### src/rtl/ddfs_sweep_ctrl_if.sv
// Sweep configuration/status bundle between the config source and the FTW scheduler.
// Master drives the sweep request and config; slave returns the tuning word and status strobes.
interface ddfs_sweep_ctrl_if #(
  parameter int FTW_W   = 32,
  parameter int DWELL_W = 16
);
  logic               start;
  logic               abort;
  logic [1:0]         mode;
  logic [FTW_W-1:0]   ftw_start;
  logic [FTW_W-1:0]   ftw_stop;
  logic [FTW_W-1:0]   ftw_step;
  logic [DWELL_W-1:0] dwell;

  logic [FTW_W-1:0]   ftw_out;
  logic               ftw_load;
  logic               busy;
  logic               done;
  logic               wrap;
  logic               dir;

  modport master (
    output start, abort, mode, ftw_start, ftw_stop, ftw_step, dwell,
    input  ftw_out, ftw_load, busy, done, wrap, dir
  );

  modport slave (
    input  start, abort, mode, ftw_start, ftw_stop, ftw_step, dwell,
    output ftw_out, ftw_load, busy, done, wrap, dir
  );
endinterface

### src/rtl/ddfs_sweep_ctrl.sv
// Stepped linear FTW chirp scheduler: single, sawtooth and triangle sweeps with dwell per point.
// First point one cycle after start; no backpressure, start ignored while busy, abort wins over start.
module ddfs_sweep_ctrl #(
  parameter int FTW_W   = 32,
  parameter int DWELL_W = 16
) (
  input  logic              clk,
  input  logic              reset,
  ddfs_sweep_ctrl_if.slave  bus
);

  localparam logic [1:0] MODE_CONT = 2'd1;
  localparam logic [1:0] MODE_UPDN = 2'd2;

  // The STEP decision is folded into the last dwell cycle, so it never occupies an output cycle.
  typedef enum logic {
    S_IDLE  = 1'b0,
    S_DWELL = 1'b1
  } state_t;

  state_t             r_state,  w_state_nxt;
  logic [1:0]         r_mode,   w_mode_nxt;
  logic [FTW_W-1:0]   r_start,  w_start_nxt;
  logic [FTW_W-1:0]   r_stop,   w_stop_nxt;
  logic [FTW_W-1:0]   r_step,   w_step_nxt;
  logic [DWELL_W-1:0] r_dwell,  w_dwell_nxt;
  logic [DWELL_W-1:0] r_cnt,    w_cnt_nxt;
  logic [FTW_W-1:0]   r_ftw,    w_ftw_nxt;
  logic               r_load,   w_load_nxt;
  logic               r_done,   w_done_nxt;
  logic               r_wrap,   w_wrap_nxt;
  logic               r_dir,    w_dir_nxt;
  logic               r_end,    w_end_nxt;
  logic               r_degen,  w_degen_nxt;

  logic [FTW_W:0]     w_asc_sum;
  logic [FTW_W:0]     w_dsc_diff;
  logic               w_asc_top;
  logic               w_dsc_bot;
  logic [FTW_W-1:0]   w_asc_next;
  logic [FTW_W-1:0]   w_dsc_next;

  // r_end marks the endpoint in the current direction: top while ascending, bottom while descending.
  assign w_asc_sum  = {1'b0, r_ftw} + {1'b0, r_step};
  assign w_asc_top  = (w_asc_sum >= {1'b0, r_stop});
  assign w_asc_next = w_asc_top ? r_stop : w_asc_sum[FTW_W-1:0];
  assign w_dsc_diff = {1'b0, r_ftw} - {1'b0, r_step};
  assign w_dsc_bot  = w_dsc_diff[FTW_W] || (w_dsc_diff[FTW_W-1:0] <= r_start);
  assign w_dsc_next = w_dsc_bot ? r_start : w_dsc_diff[FTW_W-1:0];

  always_comb begin
    w_state_nxt = r_state;
    w_mode_nxt  = r_mode;
    w_start_nxt = r_start;
    w_stop_nxt  = r_stop;
    w_step_nxt  = r_step;
    w_dwell_nxt = r_dwell;
    w_cnt_nxt   = r_cnt;
    w_ftw_nxt   = r_ftw;
    w_dir_nxt   = r_dir;
    w_end_nxt   = r_end;
    w_degen_nxt = r_degen;
    w_load_nxt  = 1'b0;
    w_done_nxt  = 1'b0;
    w_wrap_nxt  = 1'b0;

    case (r_state)
      S_IDLE: begin
        if (bus.start && !bus.abort) begin
          w_state_nxt = S_DWELL;
          w_mode_nxt  = bus.mode;
          w_start_nxt = bus.ftw_start;
          w_stop_nxt  = bus.ftw_stop;
          w_step_nxt  = bus.ftw_step;
          w_dwell_nxt = bus.dwell;
          w_degen_nxt = (bus.ftw_start >= bus.ftw_stop) || (bus.ftw_step == '0);
          w_ftw_nxt   = bus.ftw_start;
          w_cnt_nxt   = '0;
          w_dir_nxt   = 1'b0;
          w_end_nxt   = 1'b0;
          w_load_nxt  = 1'b1;
        end
      end

      S_DWELL: begin
        if (bus.abort) begin
          w_state_nxt = S_IDLE;
          w_dir_nxt   = 1'b0;
        end else if (r_cnt != r_dwell) begin
          w_cnt_nxt = r_cnt + DWELL_W'(1);
        end else begin
          w_cnt_nxt  = '0;
          w_load_nxt = 1'b1;
          if (r_degen || (!r_dir && r_end && r_mode != MODE_CONT && r_mode != MODE_UPDN)) begin
            w_state_nxt = S_IDLE;
            w_done_nxt  = 1'b1;
            w_load_nxt  = 1'b0;
            w_dir_nxt   = 1'b0;
          end else if (!r_dir && r_end && r_mode == MODE_CONT) begin
            w_ftw_nxt  = r_start;
            w_end_nxt  = 1'b0;
            w_wrap_nxt = 1'b1;
          end else if (!r_dir && r_end) begin
            // Turn at the top: the first descending point is stop-step, stop is not repeated.
            w_dir_nxt  = 1'b1;
            w_wrap_nxt = 1'b1;
            w_ftw_nxt  = w_dsc_next;
            w_end_nxt  = w_dsc_bot;
          end else if (r_dir && r_end) begin
            w_dir_nxt  = 1'b0;
            w_wrap_nxt = 1'b1;
            w_ftw_nxt  = w_asc_next;
            w_end_nxt  = w_asc_top;
          end else if (r_dir) begin
            w_ftw_nxt = w_dsc_next;
            w_end_nxt = w_dsc_bot;
          end else begin
            w_ftw_nxt = w_asc_next;
            w_end_nxt = w_asc_top;
          end
        end
      end
    endcase
  end

  always_ff @(posedge clk) begin
    if (reset) begin
      r_state <= S_IDLE;
      r_mode  <= '0;
      r_start <= '0;
      r_stop  <= '0;
      r_step  <= '0;
      r_dwell <= '0;
      r_cnt   <= '0;
      r_ftw   <= '0;
      r_load  <= 1'b0;
      r_done  <= 1'b0;
      r_wrap  <= 1'b0;
      r_dir   <= 1'b0;
      r_end   <= 1'b0;
      r_degen <= 1'b0;
    end else begin
      r_state <= w_state_nxt;
      r_mode  <= w_mode_nxt;
      r_start <= w_start_nxt;
      r_stop  <= w_stop_nxt;
      r_step  <= w_step_nxt;
      r_dwell <= w_dwell_nxt;
      r_cnt   <= w_cnt_nxt;
      r_ftw   <= w_ftw_nxt;
      r_load  <= w_load_nxt;
      r_done  <= w_done_nxt;
      r_wrap  <= w_wrap_nxt;
      r_dir   <= w_dir_nxt;
      r_end   <= w_end_nxt;
      r_degen <= w_degen_nxt;
    end
  end

  assign bus.ftw_out  = r_ftw;
  assign bus.ftw_load = r_load;
  assign bus.busy     = (r_state == S_DWELL);
  assign bus.done     = r_done;
  assign bus.wrap     = r_wrap;
  assign bus.dir      = r_dir;

endmodule

### src/flat_wrapper.sv
// flat-port wrapper written by rule: the top's interface ports become plain ports
module ddfs_sweep_ctrl_flat 
#(
  parameter int FTW_W   = 32,
  parameter int DWELL_W = 16
)
  (clk, reset, bus_start, bus_abort, bus_mode, bus_ftw_start, bus_ftw_stop, bus_ftw_step, bus_dwell, bus_ftw_out, bus_ftw_load, bus_busy, bus_done, bus_wrap, bus_dir);
  ddfs_sweep_ctrl_if #(.FTW_W(FTW_W), .DWELL_W(DWELL_W)) bus_i ();
  input  logic clk;
  input  logic reset;
  input wire logic [$bits(bus_i.start)-1:0] bus_start;
  input wire logic [$bits(bus_i.abort)-1:0] bus_abort;
  input wire logic [$bits(bus_i.mode)-1:0] bus_mode;
  input wire logic [$bits(bus_i.ftw_start)-1:0] bus_ftw_start;
  input wire logic [$bits(bus_i.ftw_stop)-1:0] bus_ftw_stop;
  input wire logic [$bits(bus_i.ftw_step)-1:0] bus_ftw_step;
  input wire logic [$bits(bus_i.dwell)-1:0] bus_dwell;
  output wire logic [$bits(bus_i.ftw_out)-1:0] bus_ftw_out;
  output wire logic [$bits(bus_i.ftw_load)-1:0] bus_ftw_load;
  output wire logic [$bits(bus_i.busy)-1:0] bus_busy;
  output wire logic [$bits(bus_i.done)-1:0] bus_done;
  output wire logic [$bits(bus_i.wrap)-1:0] bus_wrap;
  output wire logic [$bits(bus_i.dir)-1:0] bus_dir;
  assign bus_i.start = bus_start;
  assign bus_i.abort = bus_abort;
  assign bus_i.mode = bus_mode;
  assign bus_i.ftw_start = bus_ftw_start;
  assign bus_i.ftw_stop = bus_ftw_stop;
  assign bus_i.ftw_step = bus_ftw_step;
  assign bus_i.dwell = bus_dwell;
  assign bus_ftw_out = bus_i.ftw_out;
  assign bus_ftw_load = bus_i.ftw_load;
  assign bus_busy = bus_i.busy;
  assign bus_done = bus_i.done;
  assign bus_wrap = bus_i.wrap;
  assign bus_dir = bus_i.dir;
  ddfs_sweep_ctrl #(.FTW_W(FTW_W), .DWELL_W(DWELL_W)) u_core (.clk(clk), .reset(reset), .bus(bus_i));
endmodule
### config.mk
export PLATFORM = sky130hd
export DESIGN_NAME = ddfs_sweep_ctrl_flat
export DESIGN_NICKNAME = d
export VERILOG_FILES = /design/src/rtl/ddfs_sweep_ctrl_if.sv /design/src/rtl/ddfs_sweep_ctrl.sv /design/src/flat_wrapper.sv
export SDC_FILE = /design/constraint.sdc
export NUM_CORES = 1
export LEC_CHECK = 0
export ABC_AREA = 1
export CAP_MARGIN = 10
export CORE_ASPECT_RATIO = 1.4
export CORE_MARGIN = 3
export CORE_UTILIZATION = 40
export DETAILED_ROUTE_END_ITERATION = 10
export GPL_TIMING_DRIVEN = 0
export HOLD_SLACK_MARGIN = 0.02
export PLACE_DENSITY = 0.7
export SETUP_SLACK_MARGIN = 0.3
export SYNTH_ARGS = -nofsm -noshare
export SYNTH_HDL_FRONTEND = slang
export SYNTH_SLANG_ARGS = --single-unit
### constraint.sdc
create_clock -name clk -period 9.7 [get_ports clk]
set_input_delay 1.94 -clock clk [delete_from_list [all_inputs] [get_ports clk]]
set_output_delay 1.94 -clock clk [all_outputs]
set_load 0.05 [all_outputs]
==> qor.yml <==
detailed_routing:
  ant_nets: 0
  wl_met3_um: 3620
  drcViolationCount: 0
  wl_per_cell_um: 21.2
  first_pass_iters: 5
  routed_via_density: 5.54
  wl_met1_um: 25800
  drtIter0Drc: 1546
  drt-total-wl_um: 62000
  vias: 16200
  wl_met2_um: 29600
  topRoutingLayerUsed: "met4"
final_layout:
  final_cell_mix: "436 x nand2_1, 338 x inv_1, 317 x a21oi_1"
  final_util_pct: 48.7
  final_nets: 2734
  fillCellCount: 3721
  antenna_cells: 0
  final_cells: 2921
  multi_input_area_um2: 9360
  synthToLayoutAreaGrowth_pct: 18.8
  final_common_cell: "nand2_1"
  seq_area_um2: 3380
  drive_gt1_share_pct: 3.49
  final_area_um2: 17200
timing:
  setup_viol: 0
  hold_viol_final: 0
  rsz0062_at_grt: "no"
  max_slew_margin_pct: 26.3
  fin_skew_ns: 0.0105
  tightest_slew_ns: 1.10
  worst_slack_ns: 3.92
  max_freq_mhz: 173
  slew_violations: 0
  layout_min_cycle_time_ns: 5.78
  period_share_pct: 59.6
  finalSetupTns_ns: 0
worst_setup_path:
  worstSetupStartpointType: "register"
  worstPathArrival_ns: 6.15
  required_ns: 10.06
  end_kind: "register"
  cp_slowest_cell: "o21ai_0"
  crit_top_cell: "nand2_1"
  path_class: "reg -> reg"
  r2r-end: "u_core.bus.ftw_out[22]$_SDFFE_PP0P_"
  cp_slowest_stage_delay_ns: 0.88
  worstReg2RegStart: "u_core.bus.ftw_out[1]$_SDFFE_PP0P_"
  reg2reg_depth: 29
  rrSetupSlack_ns: 3.92
  crit_fanout: 10
floorplanning:
  num_rows: 81
  die-area_um2: 38600
  die_x_um: 167
  dieHeight_um: 231
  start_util_pct: 40.9
  core_area_um2: 35400
  io_pins: 155
worst_hold_path:
  hp-start: "u_core.r_dwell[12]$_SDFFE_PP0P_"
  min_to: "u_core.r_dwell[12]$_SDFFE_PP0P_"
  min_path_cells: 2
  hp-class: "reg -> reg"
synth:
  yosys.area.top_type: "dfxtp_1"
  yosysTopAreaCellShare_pct: 23.4
  yosys_warnings: 0
  synth_edf_count: 0
  synth_seq_area_share_pct: 23.4
  ys_types: 51
  ys_top_cells_by_area: "dfxtp_1 23%, ha_1 14%, nand2_1 11%"
  syn_avg_cell_area_um2: 6.35
  ys_ff_latch: 169
  synth_area_um2: 14500
  ys_async_sr_fraction_pct: 0
  syn_inst: 2280
  yosys_most_used_dff: "dfxtp_1"
  synth_nets: 2561
clock_network:
  cts_buffer_depth: 2
  post_cts_resized: 0
  clk_pin_slew_worst_paths_ns: 0.08
  htree_levels: 4
  cts_root_buffer: "clkbuf_16"
  cts_tree: "yes"
  cts.sink_count: 169
  cts_buffers: 17
  clk-insertion-delay-late_ns: 0.47
  post_cts_buffers: 0
  hold_buffers: 0
placement:
  port_buffers: 154
  postPlaceCellArea_um2: 16600
  dp_hpwl_um: 50800
  post-place-ws_ns: 4.12
  gp_congestion: 0.977
  place_inst: 2890
power_and_ir_drop:
  power_density_nw_per_um2: 186
  ir_drop_uv: 101
  leakagePower_nw: 8.25
outcome:
  status: "complete, no violations"
grt:
  grt_start_max_net_pins: 19
  grt-ovfl-total: 0
  grt_pass1_wl_um: 91700
  grt_pass1_vias: 15200
  grt_antenna_before_repair: 0
  track_usage_pct: 31.2
job:
  drv_cap: 0
==> how the worst max path moves through the flow <==
stage,start,endpoint,slack [ns]
3_3_place_gp,u_core.bus.ftw_out[4]$_SDFFE_PP0P_,u_core.bus.ftw_out[13]$_SDFFE_PP0P_,4.07
6_report,u_core.bus.ftw_out[1]$_SDFFE_PP0P_,u_core.bus.ftw_out[22]$_SDFFE_PP0P_,3.92
5_1_grt,u_core.bus.ftw_out[1]$_SDFFE_PP0P_,u_core.bus.ftw_out[25]$_SDFFE_PP0P_,3.55
4_1_cts,u_core.bus.ftw_out[4]$_SDFFE_PP0P_,u_core.bus.ftw_out[13]$_SDFFE_PP0P_,4.10
2_1_floorplan,u_core.bus.ftw_out[1]$_SDFFE_PP0P_,u_core.bus.ftw_out[22]$_SDFFE_PP0P_,5.66
3_5_place_dp,u_core.bus.ftw_out[1]$_SDFFE_PP0P_,u_core.bus.ftw_out[22]$_SDFFE_PP0P_,4.12
==> flip-flops by register name, summed over array words and instances (netlist names) <==
| register | cells |
|---|---|
| u_core.r_end | 1 |
| u_core.r_step | 32 |
| u_core.bus.wrap | 1 |
| u_core.r_stop | 32 |
| u_core.r_dwell | 16 |
| u_core.r_start | 32 |
| u_core.r_mode | 2 |
| u_core.bus.ftw_out | 32 |
| u_core.bus.dir | 1 |
| u_core.bus.done | 1 |
| u_core.r_degen | 1 |
| u_core.bus.ftw_load | 1 |
| u_core.r_cnt | 16 |
| u_core.bus.busy | 1 |
==> cell usage after synthesis, types with 8 or more instances <==
library cell	n
o21ai_0	222
ha_1	161
nand3_1	147
o211ai_1	15
nand4_1	32
buf_2	21
nor3_1	30
a21oi_1	317
inv_1	338
dfxtp_1	169
nor2_1	145
nor4_1	13
nand2_1	436
a21o_1	10
nand3b_1	8
xor2_1	61
clkbuf_1	67
o21bai_1	13
inv_2	11
==> layout make-up <==
cell class                      instances  area share (%)
Tap cell                              456            3.32
Multi-Input combinational cell       1664            54.4
Sequential cell                       169            19.7
Clock buffer                           18            2.55
Clock inverter                         13            1.03
Buffer                                 96            2.42
Timing Repair Buffer                  154            8.96
Inverter                              351            7.66
==> critical path, delay by kind of cell (launching register included) <==
family | cells | cell delay (ns)
and+or+nand+nor | 18 | 2.15
AOI/OAI and AO/OA | 5 | 1.67
buffers and inverters | 4 | 0.78
adders and majority gates | 2 | 0.57
DFF | 1 | 0.50
==> report_power, final <==
| group | internal, mW | total [mW] | switching [mW] |
|---|---|---|---|
| Combinational | 0.527 | 1.66 | 1.14 |
| Sequential | 0.744 | 0.793 | 0.0494 |
| Clock | 0.378 | 0.753 | 0.374 |
==> per-layer routing <==
layer / GRT usage [%] / up-vias
met5: 0 / -
met2: 53.9 / 622
met3: 3.58 / 105
li1: - / 7857
met4: 13.6 / 0
met1: 39.2 / 7599
==> cell families (layout without fill, tap and decap cells) <==
logic type | after synthesis | in the layout | synth area share, %
compound gates | 607 | 607 | 22.1
xor+xnor | 62 | 62 | 3.75
simple gates | 832 | 832 | 24.6
buf+inv | 447 | 632 | 12.0
fa+ha+maj | 163 | 163 | 14.2
flops | 169 | 169 | 23.4
==> metrics by stage <==
step	total power, mW	hold WS (ns)
5_1_grt	3.39	0.499
3_5_place_dp	2.43	0.465
3_3_place_gp	2.42	0.458
6_report	3.21	0.481
2_1_floorplan	1.85	0.432
4_1_cts	3.18	0.478
Note: power is estimated with default switching activity, not from simulation.
==> RTL edit, RTL diff (same settings) <==
`DWELL_W` is set to 16 in 3 places; all go to 14.
--- a/src/rtl/ddfs_sweep_ctrl_if.sv
+++ b/src/rtl/ddfs_sweep_ctrl_if.sv
@@ -2,7 +2,7 @@
 // Master drives the sweep request and config; slave returns the tuning word and status strobes.
 interface ddfs_sweep_ctrl_if #(
   parameter int FTW_W   = 32,
-  parameter int DWELL_W = 16
+  parameter int DWELL_W = 14
 );
   logic               start;
   logic               abort;
--- a/src/rtl/ddfs_sweep_ctrl.sv
+++ b/src/rtl/ddfs_sweep_ctrl.sv
@@ -2,7 +2,7 @@
 // First point one cycle after start; no backpressure, start ignored while busy, abort wins over start.
 module ddfs_sweep_ctrl #(
   parameter int FTW_W   = 32,
-  parameter int DWELL_W = 16
+  parameter int DWELL_W = 14
 ) (
   input  logic              clk,
   input  logic              reset,
--- a/src/flat_wrapper.sv
+++ b/src/flat_wrapper.sv
@@ -2,7 +2,7 @@
 module ddfs_sweep_ctrl_flat 
 #(
   parameter int FTW_W   = 32,
-  parameter int DWELL_W = 16
+  parameter int DWELL_W = 14
 )
   (clk, reset, bus_start, bus_abort, bus_mode, bus_ftw_start, bus_ftw_stop, bus_ftw_step, bus_dwell, bus_ftw_out, bus_ftw_load, bus_busy, bus_done, bus_wrap, bus_dir);
   ddfs_sweep_ctrl_if #(.FTW_W(FTW_W), .DWELL_W(DWELL_W)) bus_i ();
Interface: changed (resized bus_dwell); port bits go from 155 to 153. The function was not compared with the original's and may differ.
==> RTL edit against the original RTL <==
  * Synthesized area decreased by 0.41%
  * Final area decreased by 0.76%
  * Worst setup slack improved by 0.31 ns
  * Count of clock-buffer cells in the layout unchanged
  * Sequential cell count decreased by 4
  * Wire length increased by 0.54%
  * Total power decreased by 1.7%
  * Utilization decreased by 0.23 points
  * Highest routed layer unchanged
==> RTL edit: results (changes against the original RTL) <==
The largest net degree at the start of global routing was 18 (-1); the critical path's largest stage delay was 0.55 ns (-0.33 ns). Global-route wire length before repair: 90.9 mm (-0.79%). The final standard cell count with taps included and fillers excluded came out at 2,892 (-0.99%). The run gives 0.229 (-0.00458) as the share of synthesized area occupied by flip-flops and latches. The tools report the critical path endpoint as u_core.bus.ftw_out[25]. Number of nets in the synthesized netlist: 2,531 (-1.2%). The count of filler cells inserted in the layout is 3,712 (-0.24%).

The number of input and output port buffers inserted came out at 152 (-1.3%). The reg-to-reg critical path endpoint is u_core.bus.ftw_out[25]. The slowest stage of the critical path is the sky130_fd_sc_hd__dfxtp_1 cell. Total wire length: 62.3 mm (+0.54%).

The flow ran to the end, and the final reports show no timing, DRC or antenna violations. The worst hold path begins at u_core.r_dwell[0]. The logs give 0.0153 ns (+0.00477 ns) for the setup clock skew after layout and 0.467 ns (-0.0134 ns) for the worst slack on hold paths. The run gives 0.0485 (+0.0126) as the met3 routing resource usage after global routing.

The tools report the critical path launch point as u_core.bus.ftw_out[12]. By area the synthesized netlist is led by sky130_fd_sc_hd__dfxtp_1 23%, sky130_fd_sc_hd__ha_1 14%, sky130_fd_sc_hd__nand2_1 11%. The via count came out at 16,100 (-0.43%). The post-synthesis share of cell area spent on xor and xnor gates came out at 0.0292 (-0.00835). The tools report the met2 track demand over resource as 0.538 (-0.00115). For the power of the sequential group, the log shows 0.780 mW (-2%). The post-route clock period utilization was 0.565 (-0.0316); the synthesized-area fraction occupied by adder cells was 0.142 (+0.000591).

The tools report the data required time at the worst endpoint as 10.05 ns (about the same). The logs give 0.145 (-0.118) for the remaining max-slew budget at the tightest pin and 1,507 (-2.5%) for the first-iteration detailed-routing DRC count. The post-synthesis cell type count came out at 53 (+3.9%). The register-to-register setup slack came out at 4.22 ns (+0.31 ns). The path with the worst hold slack has its endpoint at u_core.r_dwell[0]. The run gives 51.5 mm (+1.2%) as the placed wire-length estimate after detailed placement.

The area used by sequential logic in the layout was 0.00330 mm² (-2.4%). The total track usage is 0.312 (+0.000536), and the total iterations of the first detailed-routing run is 7 (+2). The share of cells above drive strength 1 came out at 0.0521 (+0.0172).
==> RTL edit: cell count changes in the layout (fill, tap and decap cells not counted), moves of 6 or more <==
cell and delta:
sky130_fd_sc_hd__nand3_1 +25, sky130_fd_sc_hd__nor2_1 -36, sky130_fd_sc_hd__inv_2 +12, sky130_fd_sc_hd__inv_1 -22
sky130_fd_sc_hd__xor2_1 -15, sky130_fd_sc_hd__nand4_1 +7, sky130_fd_sc_hd__a21oi_2 +7, sky130_fd_sc_hd__a21o_1 -6
sky130_fd_sc_hd__o211ai_1 -11, sky130_fd_sc_hd__a21oi_1 -6
==> RTL edit: layout make-up <==
cell class / instances / area share
inverter: 341 / 0.0750
timing repair buffer: 152 / 0.0891
buffer: 100 / 0.0270
clock buffer: 18 / 0.0251
clock inverter: 14 / 0.00791
tap: 456 / 0.0334
multi-input combinational: 1646 / 0.549
sequential: 165 / 0.193
